$ cat config.mk
export PLATFORM = sky130hd
export DESIGN_NAME = stat_bist_driver
export DESIGN_NICKNAME = d
export VERILOG_FILES = /design/src/rtl/stat_bist_driver.sv
export SDC_FILE = /design/constraint.sdc
export NUM_CORES = 1
export LEC_CHECK = 0
export ABC_AREA = 0
export BUFFER_PORTS_ARGS = -buffer_cell sky130_fd_sc_hd__clkbuf_2
export CAP_MARGIN = 20
export CELL_PAD_IN_SITES_DETAIL_PLACEMENT = 0
export CELL_PAD_IN_SITES_GLOBAL_PLACEMENT = 1
export CORE_ASPECT_RATIO = 1.2
export CORE_MARGIN = 10
export CORE_UTILIZATION = 37
export CTS_BUF_LIST = sky130_fd_sc_hd__clkbuf_16
export CTS_CLUSTER_DIAMETER = 100
export DETAILED_ROUTE_END_ITERATION = 12
export HOLD_SLACK_MARGIN = 0.02
export PLACE_DENSITY_LB_ADDON = 0.1
export REMOVE_ABC_BUFFERS = 1
export SETUP_SLACK_MARGIN = 0.5
export SLEW_MARGIN = 20
export SYNTH_ARGS = -nofsm -noshare
export SYNTH_HDL_FRONTEND = slang
export SYNTH_SLANG_ARGS = --single-unit
$ cat constraint.sdc
create_clock -name clk -period 3.3 [get_ports clk]
set_input_delay 0.33 -clock clk [delete_from_list [all_inputs] [get_ports clk]]
set_output_delay 0.33 -clock clk [all_outputs]
set_load 0.02 [all_outputs]
$ cat src/rtl/stat_bist_driver.sv
// rtl/stat_bist_driver.sv - LFSR pattern source and MISR response sink for combinational benchmarks
// Optional expected-signature compare enabled by defining STAT_BIST_EXPECT_EN.
module stat_bist_driver #(
    parameter int              IN_W      = 31,
    parameter int              OUT_W     = 17,
    parameter int              CNT_W     = 16,
    parameter logic [IN_W-1:0] LFSR_SEED = 31'h0000_0001
) (
    input  logic             clk,
    input  logic             rst,
    input  logic             start,
    input  logic [CNT_W-1:0] num_patterns,
    input  logic             seed_load,
    input  logic [IN_W-1:0]  seed,
    output logic [IN_W-1:0]  dut_in,
    input  logic [OUT_W-1:0] dut_out,
`ifdef STAT_BIST_EXPECT_EN
    input  logic [OUT_W-1:0] expected_sig,
    output logic             pass,
`endif
    output logic             busy,
    output logic             done,
    output logic [OUT_W-1:0] signature,
    output logic [CNT_W-1:0] pattern_idx
);

    typedef enum logic [1:0] {
        S_IDLE    = 2'd0,
        S_APPLY   = 2'd1,
        S_CAPTURE = 2'd2,
        S_DONE    = 2'd3
    } state_t;

    state_t           state_q, state_d;
    logic [IN_W-1:0]  lfsr_q, lfsr_d;
    logic [IN_W-1:0]  seed_q, seed_d;
    logic [OUT_W-1:0] sig_q, sig_d;
    logic [CNT_W-1:0] idx_q, idx_d;
    logic [CNT_W-1:0] n_q, n_d;

    logic             idle_or_done;
    logic             start_ok;
    logic             seed_ok;
    logic             last_pattern;
    logic [IN_W-1:0]  seed_fixed;

    always_comb begin
        idle_or_done = (state_q == S_IDLE) || (state_q == S_DONE);
        start_ok     = start && idle_or_done;
        seed_ok      = seed_load && idle_or_done;
        last_pattern = ((idx_q + {{(CNT_W-1){1'b0}}, 1'b1}) == n_q);
        // An all-zero seed would lock the LFSR, so it is stored as 1.
        seed_fixed   = (seed == '0) ? {{(IN_W-1){1'b0}}, 1'b1} : seed;
    end

    always_ff @(posedge clk or posedge rst) begin
        if (rst) begin
            state_q <= S_IDLE;
        end else begin
            state_q <= state_d;
        end
    end

    always_comb begin
        state_d = state_q;
        case (state_q)
            S_IDLE, S_DONE: begin
                if (start) begin
                    state_d = (num_patterns != '0) ? S_APPLY : S_DONE;
                end
            end
            S_APPLY:   state_d = S_CAPTURE;
            S_CAPTURE: state_d = last_pattern ? S_DONE : S_APPLY;
            default:   state_d = S_IDLE;
        endcase
    end

    always_comb begin
        busy = (state_q == S_APPLY) || (state_q == S_CAPTURE);
        done = (state_q == S_DONE);
    end

    always_comb begin
        seed_d = seed_ok ? seed_fixed : seed_q;
        lfsr_d = lfsr_q;
        sig_d  = sig_q;
        idx_d  = idx_q;
        n_d    = n_q;
        if (start_ok) begin
            // seed_d already reflects a same-cycle seed_load.
            lfsr_d = seed_d;
            sig_d  = '0;
            idx_d  = '0;
            n_d    = num_patterns;
        end else if (state_q == S_CAPTURE) begin
            sig_d  = {sig_q[OUT_W-2:0], sig_q[OUT_W-1] ^ sig_q[OUT_W-4]} ^ dut_out;
            lfsr_d = {lfsr_q[IN_W-2:0], lfsr_q[IN_W-1] ^ lfsr_q[IN_W-4]};
            idx_d  = idx_q + {{(CNT_W-1){1'b0}}, 1'b1};
        end
    end

    always_ff @(posedge clk or posedge rst) begin
        if (rst) begin
            lfsr_q <= LFSR_SEED;
            seed_q <= LFSR_SEED;
            sig_q  <= '0;
            idx_q  <= '0;
            n_q    <= '0;
        end else begin
            lfsr_q <= lfsr_d;
            seed_q <= seed_d;
            sig_q  <= sig_d;
            idx_q  <= idx_d;
            n_q    <= n_d;
        end
    end

    assign dut_in      = lfsr_q;
    assign signature   = sig_q;
    assign pattern_idx = idx_q;

`ifdef STAT_BIST_EXPECT_EN
    logic pass_q, pass_d;

    always_comb begin
        pass_d = pass_q;
        if (start_ok) begin
            pass_d = 1'b0;
        end
        // Entry to DONE, including a zero-length run started from DONE.
        if ((state_d == S_DONE) && ((state_q != S_DONE) || start_ok)) begin
            pass_d = (sig_d == expected_sig);
        end
    end

    always_ff @(posedge clk or posedge rst) begin
        if (rst) begin
            pass_q <= 1'b0;
        end else begin
            pass_q <= pass_d;
        end
    end

    assign pass = pass_q;
`endif

endmodule
; Yosys cells after proc, flatten, opt, wreduce, memory -nomap -nowiden
; Cells that the tools add are included.
[word_totals]
output_inout_bits = 66
word_cells = 36
ram_bits = 0
mem_bits_ro = 0
latch_bits = 0
n_memories = 0
register_bits = 113
[classes]
reduce_logical = 9
n_lt_le_gt_ge = 0
eq_ne = 5
n_bitwise = 3
div = 0
mul = 0
muxes = 12
shift = 0
addsub = 1
[ops]
columns = operator, n
row1 = $mux 31, 4
row2 = $mux 17, 2
row3 = $mux 16, 2
row4 = $logic_not 31->1, 1
row5 = $xor 17x17->17, 1
row6 = $add 16x1->16 const B, 1
row7 = $eq 16x16->1, 1
row8 = $reduce_bool 16->1, 1
row9 = $mux 2, 3
row10 = $pmux 2 s3, 1
row11 = $eq 2x2->1 const B, 2
row12 = $eq 2x1->1 const B, 1
row13 = $logic_and 1x1->1, 2
row14 = $logic_not 2->1, 1
row15 = $logic_or 1x1->1, 2
row16 = $ne 2x2->1 const B, 1
row17 = $reduce_bool 2->1, 1
row18 = $reduce_or 2->1, 1
row19 = $xor 1x1->1, 2

; Depth between registers and ports, before layout
[logic_depth]
word_depth = 5
ltp_mapped = 8
depth_no_buf = 7

; Worst setup path after synthesis
; Ideal clock, no wire load.
[synth_path]
path_kind = reg-to-reg
start = reg idx_q[0], in the netlist pattern_idx[0]
end = reg state_q[1]
arrival_time_ps = 2465
period_less_slack_ps = 2557
setup_ps = 92
required_ps = 3208
stages_incl_launch_ff = 7
setup_slack_ps = 743
path_cell_list = dfrtp_1 ha_1 nand3_2 or4_4 or4_1 a311o_1 o31ai_2
[synth_via]
elab_chain_cells = 4
[synth_rtl]
columns = item, line_no
row1 = "start, declared", 38  ; logic [CNT_W-1:0] idx_q, idx_d;
row2 = "start signal, assigned", 113  ; idx_q <= idx_d;
row3 = $add 16x1->16, 51  ; last_pattern = ((idx_q + {{(CNT_W-1){1'b0}}, 1'b1}) == n_q);
row4 = $eq 16x16->1, 51
row5 = $mux 2, 73  ; S_CAPTURE: state_d = last_pattern ? S_DONE : S_APPLY;
row6 = $pmux 2 s3, 66  ; case (state_q)
row7 = "end signal, assigned", 60  ; state_q <= state_d;
row8 = "end, declared", 34  ; state_t state_q, state_d;
; No other way between the ends.
; A chain may end at the register's enable or synchronous reset.

; Final worst setup path
; Ends and elaborated chain as after synthesis.

==> run_results.csv <==
group,metric,value,unit
setup_path,worst_ep_arrival_time,2.90,ns
synthesis,yosysTopAreaCell,"dfrtp_1",
synthesis,synth.area.top_cells,"dfrtp_1, nand2_1, mux2_2",
die,die_y,153,microns
setup_path,crit_end,"state_q[1]",
global_routing,grt_busiest_layer,"met2",
synthesis,synth-edff-count,0,
synthesis,synthArstFlopShare,100,%
die,row_count,48,
die,die_w,131,microns
die,io_pins,134,
timing,finalHoldViolCount,0,
synthesis,synthCells,532,
route,drt_iter0_markers,275,
finish,drive_gt1_share,31.5,%
finish,stdcell_count,870,
synthesis,synth_compound_area_share,8.02,%
synthesis,yosysTopAreaCellShare,50.7,%
synthesis,syn_area,5470,sq um
power_and_ir_drop,p_total,7040,uW
timing,relSlewSlack,43.2,%
timing,fin_crit,2.57,ns
clock_network,numCtsBuffers,17,
global_routing,grt_pass1_vias,4569,
finish,area_delta_synth_final,26.9,%
synthesis,synth.area.mux_share,12.6,%
setup_path,reg2reg_depth,6,
global_routing,antenna_found_initial,0,
clock_network,ctsResizeCount,0,
worst_hold_path,hold_class,"in2async",
finish,diodes,0,
synthesis,ys_seq_area_share,51.7,%
clock_network,clock_path_buffers,2,
setup_path,crit_path_max_fanout,7,
synthesis,synth_top_family_by_area,"simple AND/OR/NAND/NOR gates",
global_routing,grt_max_degree,66,
setup_path,timing.rr.start,"pattern_idx[0]",
clock_network,clock-sinks,113,
synthesis,yosysMostFrequentCell,"dfrtp_1",
timing,timing.hold.ws,0.0558,ns
clock_network,root_buffer,"clkbuf_16",
synthesis,ys_types,43,
global_routing,grt_use_met1,18.2,%
synthesis,synth_seq_cells,113,
synthesis,synth-simple-area-share,15.6,%
flow_run,cap_violations,0,
clock_network,postCtsSetupBuffers,0,
setup_path,r2r_slack,0.73,ns
route,drc_errors,0,
status,status,"completed",
timing,fin_crit_sh,78.0,%
global_routing,use_met3,4.91,%
setup_path,start_kind,"flop",
timing,finalMaxSlewViolations,0,
power_and_ir_drop,p_leak,0.00311,uW
placed_design,globalplace.congestion,0.829,
setup_path,end_kind,"flop",
timing,fin_setup_tns,0,ns
clock_network,cts_max_level,4,
route,dr.pass1.iters,5,
setup_path,crit_type,"reg2reg",
global_routing,grt_pass1_wl,24.0,mm
clock_network,cts_tree,"done",
synthesis,avgSynthCellArea,10.3,sq um
die,dieArea,20100,sq um
power_and_ir_drop,powerDensity,1010,nW/um^2
synthesis,synth-xor-area-share,8.16,%
placed_design,dpl.hpwl,10.6,mm
synthesis,synth_fa_ha_area_share,1.14,%
setup_path,critPathLaunch,"pattern_idx[0]",
timing,rsz0062_at_grt,"false",
route,vias,4268,
route,wl_per_cell,17.1,microns
clock_network,path_clk_slew,0.05,ns
setup_path,cp.required,3.62,ns
placed_design,io_buffers,133,
synthesis,ys.warnings.count,0,
route,vias_per_cell,4.91,
timing,setup_viol,0,
placed_design,dp_cells,838,
clock_network,holdBufCountCts,0,
synthesis,synth-main-ff-cell,"dfrtp_1",
die,start_util,37.8,%
timing,fmax,389,MHz
global_routing,grt_use_total,15.3,%
clock_network,insertion_delay,0.41,ns
timing,worst_pin_slew,0.853,ns
power_and_ir_drop,irDropWorstVdd,0.437,mV
finish,final_nets,730,
synthesis,ys_top_cells_by_count,"dfrtp_1, nand2_1, nor2_1",
global_routing,met2_usage,25.0,%
timing,skew,0.00533,ns
global_routing,grt_overflow,0,
die,core,14500,sq um
route,routed_wl,14.9,mm
setup_path,worstReg2RegEnd,"state_q[1]",
route,ant_nets,0,
cell usage in the layout, fill, tap and decap left out, types with 5 or more instances in the layout:
master	instances
a211oi_1	19
clkbuf_16	17
xor2_1	15
o21ai_0	35
nor4_1	14
nor3_1	6
mux2_2	31
inv_1	5
dfrtp_1	111
nand2_1	97
nand4_1	10
mux2i_1	34
xnor2_1	36
clkbuf_2	133
nor2_1	45
layer usage:
layer | vias up | share of wire [%]
met3 | 20 | 5.6
met1 | 2052 | 42
met5 | - | 0
li1 | 2096 | -
met4 | 0 | 2.0
met2 | 100 | 51
per-stage QoR:
step           cell area, sq um  util (%)  setup WS [ns]
2_1_floorplan              5350         -         -0.162
3_3_place_gp               6330      43.8          0.768
3_5_place_dp               6330      43.8          0.714
4_1_cts                    6950      48.0          0.703
5_1_grt                    6950      48.0          0.566
6_report                   6950      48.0          0.727
flip-flops by register name, summed over array words and instances, names as in the netlist:
register	count
seed_q	31
pattern_idx	16
dut_in	31
signature	17
n_q	16
state_q	2
critical path: stages (launching register included):
cell	delay, ns
dfrtp_1	0.46
ha_1	0.28
nand3_2	0.15
or4_4	0.59
or4_1	0.51
a311o_1	0.33
o31ai_2	0.17
power by group:
part | switching, uW | internal, uW
Clock | 668 | 1260
Sequential | 410 | 1990
Combinational | 1600 | 1110
final cells by class:
cell class	count	area, sq um
Clock buffer	17	425
Clock inverter	15	190
Fill cell	1403	7520
Inverter	6	25.0
Multi-Input combinational cell	382	2510
Sequential cell	113	2830
Tap cell	200	250
Timing Repair Buffer	137	721
logic make-up after synthesis:
| logic type | count (synthesis) |
|---|---|
| buffers and inverters | 37 |
| multiplexers | 65 |
| flip-flops | 113 |
| adder cells (fa/ha/maj) | 5 |
| XOR/XNOR | 51 |
| AND/OR/NAND/NOR | 191 |
| AO/OA/AOI/OAI | 70 |
worst min path at each step:
stage                     from            to  slack, ns
2_1_floorplan  num_patterns[0]        n_q[0]       0.44
3_3_place_gp         seed_q[4]     seed_q[4]       0.48
3_5_place_dp         seed_q[8]     seed_q[8]       0.48
4_1_cts                    rst  signature[7]       0.11
5_1_grt        num_patterns[0]        n_q[0]       0.13
6_report                   rst  signature[7]       0.06
(Power assumes the default switching activity.)
